[src/rtl/cache_mshr_pkg.sv]
// cache_mshr_pkg: shared types and width helper for the fill-queue MSHR.
package cache_mshr_pkg;
  // Entry index at the default 16-entry geometry; parameterised blocks size ids with ID_W.
  typedef logic [3:0] mshr_id_t;
  typedef enum logic {RPL_IDLE, RPL_ACTIVE} rpl_state_t;
  function automatic int cnt_width(input int n);
    return $clog2(n + 1);
  endfunction
endpackage

[src/rtl/cache_mshr_fill_fifo.sv]
// cache_mshr_fill_fifo: circular FIFO of pending fill ids.
// Ports: clk, reset_n (async, active-low), push/din, pop/head, full, empty.
module cache_mshr_fill_fifo
  import cache_mshr_pkg::*;
#(
  parameter int DEPTH = 4,
  parameter int W     = 4
) (
  input  logic         clk,
  input  logic         reset_n,
  input  logic         push,
  input  logic [W-1:0] din,
  input  logic         pop,
  output logic [W-1:0] head,
  output logic         full,
  output logic         empty
);
  localparam int PW = DEPTH > 1 ? $clog2(DEPTH) : 1;
  localparam int CW = $clog2(DEPTH + 1);
  logic [W-1:0]  mem [DEPTH];
  logic [PW-1:0] wr_ptr, rd_ptr;
  logic [CW-1:0] count;
  assign full  = count == CW'(DEPTH);
  assign empty = count == '0;
  assign head  = mem[rd_ptr];
  always_ff @(posedge clk or negedge reset_n) begin
    if (!reset_n) begin
      wr_ptr <= '0;
      rd_ptr <= '0;
      count  <= '0;
    end else begin
      if (push) wr_ptr <= wr_ptr == PW'(DEPTH - 1) ? '0 : wr_ptr + 1'b1;
      if (pop) rd_ptr <= rd_ptr == PW'(DEPTH - 1) ? '0 : rd_ptr + 1'b1;
      count <= count + CW'(push) - CW'(pop);
    end
  end
  always_ff @(posedge clk) begin
    if (push) mem[wr_ptr] <= din;
  end
endmodule

[src/rtl/cache_mshr_fq.sv]
// cache_mshr_fq: MSHR with per-line miss chains, fill queue, payload store and occupancy tracking.
// Ports: fill_* (memory fill in), dequeue_* (replay out), allocate_* (bank slot request),
//        finalize_* (release / link of the last allocation), occupancy, almost_full.
// Optional macro CACHE_MSHR_PERF_EN adds perf_alloc_stalls, perf_fill_stalls, perf_peak_occ.
module cache_mshr_fq
  import cache_mshr_pkg::*;
#(
  parameter int LINE_ADDR_WIDTH = 26,
  parameter int MSHR_SIZE       = 16,
  parameter int DATA_WIDTH      = 64,
  parameter int FILLQ_SIZE      = 4,
  parameter int ALM_FULL_MARGIN = 2,
  parameter int WRITEBACK       = 0,
  localparam int ID_W  = $clog2(MSHR_SIZE),
  localparam int CNT_W = cnt_width(MSHR_SIZE)
) (
  input  logic                       clk,
  input  logic                       reset_n,
  input  logic                       fill_valid,
  output logic                       fill_ready,
  input  logic [ID_W-1:0]            fill_id,
  output logic [LINE_ADDR_WIDTH-1:0] fill_addr,
  output logic                       dequeue_valid,
  input  logic                       dequeue_ready,
  output logic [ID_W-1:0]            dequeue_id,
  output logic [LINE_ADDR_WIDTH-1:0] dequeue_addr,
  output logic                       dequeue_rw,
  output logic [DATA_WIDTH-1:0]      dequeue_data,
  input  logic                       allocate_valid,
  output logic                       allocate_ready,
  input  logic [LINE_ADDR_WIDTH-1:0] allocate_addr,
  input  logic                       allocate_rw,
  input  logic [DATA_WIDTH-1:0]      allocate_data,
  output logic [ID_W-1:0]            allocate_id,
  output logic                       allocate_pending,
  output logic [ID_W-1:0]            allocate_previd,
  input  logic                       finalize_valid,
  input  logic                       finalize_is_release,
  input  logic                       finalize_is_pending,
  input  logic [ID_W-1:0]            finalize_id,
  input  logic [ID_W-1:0]            finalize_previd,
  output logic [CNT_W-1:0]           occupancy,
  output logic                       almost_full
`ifdef CACHE_MSHR_PERF_EN
  ,
  output logic [31:0]                perf_alloc_stalls,
  output logic [31:0]                perf_fill_stalls,
  output logic [CNT_W-1:0]           perf_peak_occ
`endif
);
  logic [MSHR_SIZE-1:0]       valid, next_bit, valid_n, next_n;
  logic [MSHR_SIZE-1:0]       alloc_mask, rel_mask, link_mask, match;
  logic [MSHR_SIZE-1:0]       rw_table;
  logic [LINE_ADDR_WIDTH-1:0] addr_table [MSHR_SIZE];
  logic [DATA_WIDTH-1:0]      data_table [MSHR_SIZE];
  logic [ID_W-1:0]            next_index [MSHR_SIZE];
  logic [ID_W-1:0]            free_id, fifo_head;
  logic [CNT_W-1:0]           occ_n;
  logic                       alloc_fire, deq_fire, link, race, pop, fifo_full, fifo_empty;
  rpl_state_t                 state;

  cache_mshr_fill_fifo #(.DEPTH(FILLQ_SIZE), .W(ID_W)) u_fifo (
    .clk(clk), .reset_n(reset_n), .push(fill_valid & ~fifo_full), .din(fill_id),
    .pop(pop), .head(fifo_head), .full(fifo_full), .empty(fifo_empty)
  );

  assign fill_ready   = ~fifo_full;
  assign fill_addr    = addr_table[fill_id];
  assign dequeue_addr = addr_table[dequeue_id];
  assign dequeue_rw   = rw_table[dequeue_id];
  assign dequeue_data = data_table[dequeue_id];

  always_comb begin
    alloc_fire = allocate_valid & allocate_ready;
    deq_fire   = dequeue_valid & dequeue_ready;
    link       = finalize_valid & finalize_is_pending;
    // A link onto the entry being replayed right now must be followed directly.
    race       = link & (finalize_previd == dequeue_id);
    alloc_mask = alloc_fire ? MSHR_SIZE'(1) << allocate_id : '0;
    rel_mask   = ((finalize_valid & finalize_is_release) ? MSHR_SIZE'(1) << finalize_id : '0) |
                 (deq_fire ? MSHR_SIZE'(1) << dequeue_id : '0);
    link_mask  = link ? MSHR_SIZE'(1) << finalize_previd : '0;
    valid_n    = (valid | alloc_mask) & ~rel_mask;
    // Clearing on allocate scrubs stale links left by spurious or late finalize links.
    next_n     = (next_bit & ~alloc_mask) | link_mask;
    pop        = ~fifo_empty & ((state == RPL_IDLE) | (deq_fire & ~next_bit[dequeue_id] & ~race));
    occ_n      = CNT_W'($countones(valid_n));
  end

  always_comb begin
    free_id         = '0;
    allocate_previd = '0;
    for (int i = 0; i < MSHR_SIZE; i++)
      match[i] = valid[i] & (addr_table[i] == allocate_addr) & ((WRITEBACK != 0) | ~rw_table[i]);
    for (int i = MSHR_SIZE - 1; i >= 0; i--) begin
      if (!valid_n[i]) free_id = ID_W'(i);
      if (match[i] && !next_bit[i]) allocate_previd = ID_W'(i);
    end
    allocate_pending = |match;
  end

  always_ff @(posedge clk or negedge reset_n) begin
    if (!reset_n) begin
      valid          <= '0;
      next_bit       <= '0;
      allocate_ready <= 1'b0;
      allocate_id    <= '0;
      occupancy      <= '0;
      almost_full    <= 1'b0;
    end else begin
      valid          <= valid_n;
      next_bit       <= next_n;
      allocate_ready <= ~&valid_n;
      allocate_id    <= free_id;
      occupancy      <= occ_n;
      almost_full    <= (MSHR_SIZE - int'(occ_n)) <= ALM_FULL_MARGIN;
    end
  end

  always_ff @(posedge clk) begin
    if (alloc_fire) begin
      addr_table[allocate_id] <= allocate_addr;
      rw_table[allocate_id]   <= allocate_rw;
      data_table[allocate_id] <= allocate_data;
    end
    if (link) next_index[finalize_previd] <= finalize_id;
  end

  always_ff @(posedge clk or negedge reset_n) begin
    if (!reset_n) begin
      state         <= RPL_IDLE;
      dequeue_valid <= 1'b0;
      dequeue_id    <= '0;
    end else if (state == RPL_IDLE) begin
      if (!fifo_empty) begin
        state         <= RPL_ACTIVE;
        dequeue_valid <= 1'b1;
        dequeue_id    <= fifo_head;
      end
    end else if (deq_fire) begin
      if (next_bit[dequeue_id]) dequeue_id <= next_index[dequeue_id];
      else if (race) dequeue_id <= finalize_id;
      else if (!fifo_empty) dequeue_id <= fifo_head;
      else begin
        state         <= RPL_IDLE;
        dequeue_valid <= 1'b0;
      end
    end
  end

`ifdef CACHE_MSHR_PERF_EN
  always_ff @(posedge clk or negedge reset_n) begin
    if (!reset_n) begin
      perf_alloc_stalls <= '0;
      perf_fill_stalls  <= '0;
      perf_peak_occ     <= '0;
    end else begin
      if (allocate_valid && !allocate_ready && !(&perf_alloc_stalls)) perf_alloc_stalls <= perf_alloc_stalls + 1'b1;
      if (fill_valid && fifo_full && !(&perf_fill_stalls)) perf_fill_stalls <= perf_fill_stalls + 1'b1;
      if (occupancy > perf_peak_occ) perf_peak_occ <= occupancy;
    end
  end
`endif
endmodule

[config.mk]
export PLATFORM = sky130hd
export DESIGN_NAME = cache_mshr_fq
export DESIGN_NICKNAME = d
export VERILOG_FILES = /design/src/rtl/cache_mshr_pkg.sv /design/src/rtl/cache_mshr_fill_fifo.sv /design/src/rtl/cache_mshr_fq.sv
export SDC_FILE = /design/constraint.sdc
export NUM_CORES = 2
export LEC_CHECK = 0
export ABC_CLOCK_PERIOD_IN_PS = 11300
export BUFFER_PORTS_ARGS = -buffer_cell sky130_fd_sc_hd__buf_2
export CAP_MARGIN = 30
export CORE_UTILIZATION = 40
export CTS_CLUSTER_DIAMETER = 60
export DETAILED_ROUTE_END_ITERATION = 10
export MAX_ROUTING_LAYER = met4
export PLACE_DENSITY = 0.55
export SLEW_MARGIN = 20
export SYNTH_ARGS = -nofsm -noshare
export SYNTH_HDL_FRONTEND = slang
export SYNTH_SLANG_ARGS = --single-unit
[constraint.sdc]
create_clock -name clk -period 11.3 [get_ports clk]
set_input_delay 1.13 -clock clk [delete_from_list [all_inputs] [get_ports clk]]
set_output_delay 1.13 -clock clk [all_outputs]
set_load 0.01 [all_outputs]
==> metrics <==
CTS tree yes; Post-synth top flop edfxtp_1; CP max FO 17; first-pass GRT wire length 293,000 µm; Root Buffer clkbuf_16; Flop pwr share 47.6%; Slew Limit Fails 0; Die Span Y 418 µm; area delta synth->final 14.1%; metal2 WL 101,000 µm; drt wl/cell 34.2 µm; share of the yosys chip area belonging to registers 68.6%; Max VDD drop 331 µV; Initial Util 40.3%; pwr dens 197 nW/µm²; status complete, no violations; initial drt markers 4,212; CTS sink cnt 1,592; Post-synth EDFFs 1,536; share of layout cells above drive strength 1 31.6%; GRT Overall Usage 24.8%; Mapped Nets 3,494; post-CTS setup buffer count 0; cts repair resizes 0; Synth Area in Compound Gates 1.05%; largest family of logic cells by synthesized area multiplexers; Final nets 3,778; Clock Pin Slew Worst Setup and Hold Paths 0.06 ns; clk_lat worst skew 0.84 ns; arrival time at the worst endpoint 7.00 ns; vias 35,900; Metal-1 WL 87,800 µm; Layout Utilization 46.0%; Highest Signal Layer met4; ANT nets after route 0; Clock power frac 36.5%; vias per std cell 5.87; Worst-Margin Slew 1.10 ns; Leakage 25.9 nW; nature of the critical path endpoint flop; Post-Syn Area per Cell 20.6 µm²; FMAX 158 MHz; r2r startpoint allocate_id[2]$_DFF_PN0_; fin crit share 56.0%; Worst Reg-to-Reg Cells 19; Tmin final 6.32 ns; #FFs+latches synth 1,592; Synth Area in XOR/XNOR 5.25%; r2r endpoint almost_full$_DFF_PN0_; number of antenna violations at the first check in global routing 34; setup TNS 0 ns; Syn Inst Count 3,357; DPL Wire Length 127,000 µm; synth warn 0; cts hold-fix bufs 0; met3 wire length 14,600 µm; Cell Area, Synth 69,200 µm²; Fin. Hold Viols 0; max cap viols 0; Hold Path Class primary input to asynchronous set/reset pin; number of global-route vias before repair 36,100; # IOs 250; first-pass iteration count of the detailed router 6; critical path type flop to flop; Pint 11.2 mW; die area 175,000 µm²; CTS max path bufs 3; Core Area 172,000 µm²; Clock Skew 0.0506 ns; total power 15.6 mW; I/O Buffers 249; H-tree depth 4; simple logic cell fraction of the synthesized area 2.69%; switching pwr 4.34 mW; largest net degree at the start of global routing 136; grt ovf 0; Final Setup Violations 0; total routed wirelength 209,000 µm; Die Wd 418 µm; mux contribution to synthesized area 20.1%; Rows 152; Post-Synth Adder-Cell Area 0.589%; fin worst setup slack 4.98 ns; CP required 11.98 ns; count of cell types in the netlist 62; switching fraction of total power 27.9%; worst rel slew slack 26.7%; RSZ-0062 raised after global routing no; r2r setup slk 4.98 ns; Comb pwr share 15.9%; Post-Place Worst Slack 4.24 ns; Post-synth ARST share 3.52%; gpl congestion 0.969; total CTS buffers 177; DR DRC count 0; Setup crit start kind flop
[sequential cells by signal (all words and copies together) (netlist names), 5 cells and up]
register    flops
u_fifo.mem     16
addr_table    416
valid          16
rw_table       16
next_bit       16
next_index     64
occupancy       5
data_table   1024
[stage by stage]
step | instances | hold slack, ns | instance area (µm²)
after CTS | 6090 | 0.447 | 78800
after floorplan | 3357 | 0.483 | 69200
after detailed placement | 5766 | 0.551 | 73100
after global routing | 6109 | 0.501 | 79000
final | 6113 | 0.463 | 79000
after global placement | 5764 | 0.550 | 73100
[power by group through the flow]
stage,logic (mW),registers [mW],clock network (mW)
finish,2.48,7.41,5.69
global route,2.71,7.45,6.01
CTS,2.52,7.41,5.80
detailed placement,2.50,7.53,0
global placement,2.51,7.51,0
floorplan,1.54,7.47,0
[cell usage in the layout, fill, tap and decap left out, drive strengths merged, types with 6 or more instances in the layout]
cell	Yosys	layout
clkinv	0	68
xor2	345	345
clkbuf	82	226
nand3	26	26
nand4	30	30
o211ai	6	6
dfrtp	56	56
clkinvlp	0	11
o21ai	34	34
inv	50	58
nor3	39	39
a21oi	15	15
or3	7	7
edfxtp	1536	1536
diode	0	17
xnor2	70	70
ha	15	15
nor4	91	91
nor2b	7	7
bufinv	0	13
nor3b	10	10
fa	11	11
nand2b	14	14
a221oi	10	10
o22ai	6	6
buf	123	308
nand2	39	39
mux4	614	614
nor2	58	58
[critical path, cell delays in order, from the launching register on]
cell and delay (ns):
dfrtp_1 0.43, nand4_1 0.60, nor2_4 0.85, o21ai_0 0.18, a31oi_1 0.51, fa_1 0.55, fa_1 0.55, inv_1 0.05
fa_1 0.49, fa_1 0.41, inv_1 0.07, ha_1 0.16, inv_1 0.07, fa_1 0.45, xnor2_1 0.32, a21oi_1 0.07
a21oi_1 0.16, nor2_1 0.05, a31oi_1 0.13, o22ai_1 0.10
[worst max-delay path by stage]
| stage | from | endpoint | slack [ns] | cells after the start |
|---|---|---|---|---|
| 6_report | allocate_id[2]$_DFF_PN0_ | almost_full$_DFF_PN0_ | 4.98 | 19 |
| 5_1_grt | dequeue_id[0]$_DFFE_PN0P_ | dequeue_data[19] | 4.55 | 6 |
| 4_1_cts | dequeue_id[0]$_DFFE_PN0P_ | dequeue_addr[6] | 4.76 | 6 |
| 3_5_place_dp | allocate_valid | almost_full$_DFF_PN0_ | 4.24 | 20 |
| 3_3_place_gp | allocate_valid | almost_full$_DFF_PN0_ | 4.31 | 20 |
| 2_1_floorplan | allocate_valid | almost_full$_DFF_PN0_ | 1.0 | 16 |
[cell families (layout without fill, tap and decap cells)]
family	after synthesis	count (layout)
simple gates	341	341
compound gates	107	107
other cells	0	17
flops	1592	1592
xor+xnor	415	415
buf+inv	255	684
mux	621	621
fa+ha+maj	26	26
[metal layers]
metal,GRT usage [%],vias to the layer above
met5,-,-
met4,6.94,0
met3,4.52,326
met2,38.3,1475
met1,33.9,19500
li1,-,14600
[synth_stat cells (all sizes together) (4+ instances only)]
| cell type | count | area share [%] |
|---|---|---|
| xnor2 | 70 | 0.89 |
| nand4 | 30 | 0.27 |
| nand2b | 14 | 0.13 |
| o21bai | 5 | 0.054 |
| nor3b | 10 | 0.11 |
| xor2 | 345 | 4.4 |
| or3 | 7 | 0.063 |
| nor4 | 91 | 0.83 |
| edfxtp | 1536 | 67 |
| nand3 | 26 | 0.19 |
| inv | 50 | 0.27 |
| clkbuf | 82 | 0.45 |
| and3 | 5 | 0.045 |
| o211ai | 6 | 0.065 |
| nor3 | 39 | 0.28 |
| dfrtp | 56 | 2.0 |
| mux2i | 4 | 0.058 |
| o21ai | 34 | 0.25 |
| nor2 | 58 | 0.31 |
| a31oi | 5 | 0.045 |
| ha | 15 | 0.27 |
| nor2b | 7 | 0.063 |
| a221oi | 10 | 0.14 |
| nand2 | 39 | 0.21 |
| fa | 11 | 0.32 |
| mux4 | 614 | 20 |
| a21oi | 15 | 0.12 |
| buf | 123 | 0.97 |
| nand3b | 5 | 0.072 |
| o22ai | 6 | 0.054 |
[layout make-up]
class	instances	area, µm²
timing repair buffer	310	1940
inverter	50	195
multi-input combinational	1510	20700
sequential	1592	47500
antenna	17	42.5
fill	14600	92700
clock buffer	224	4650
tap	2310	2890
clock inverter	100	1080
(Power assumes the default switching activity.)
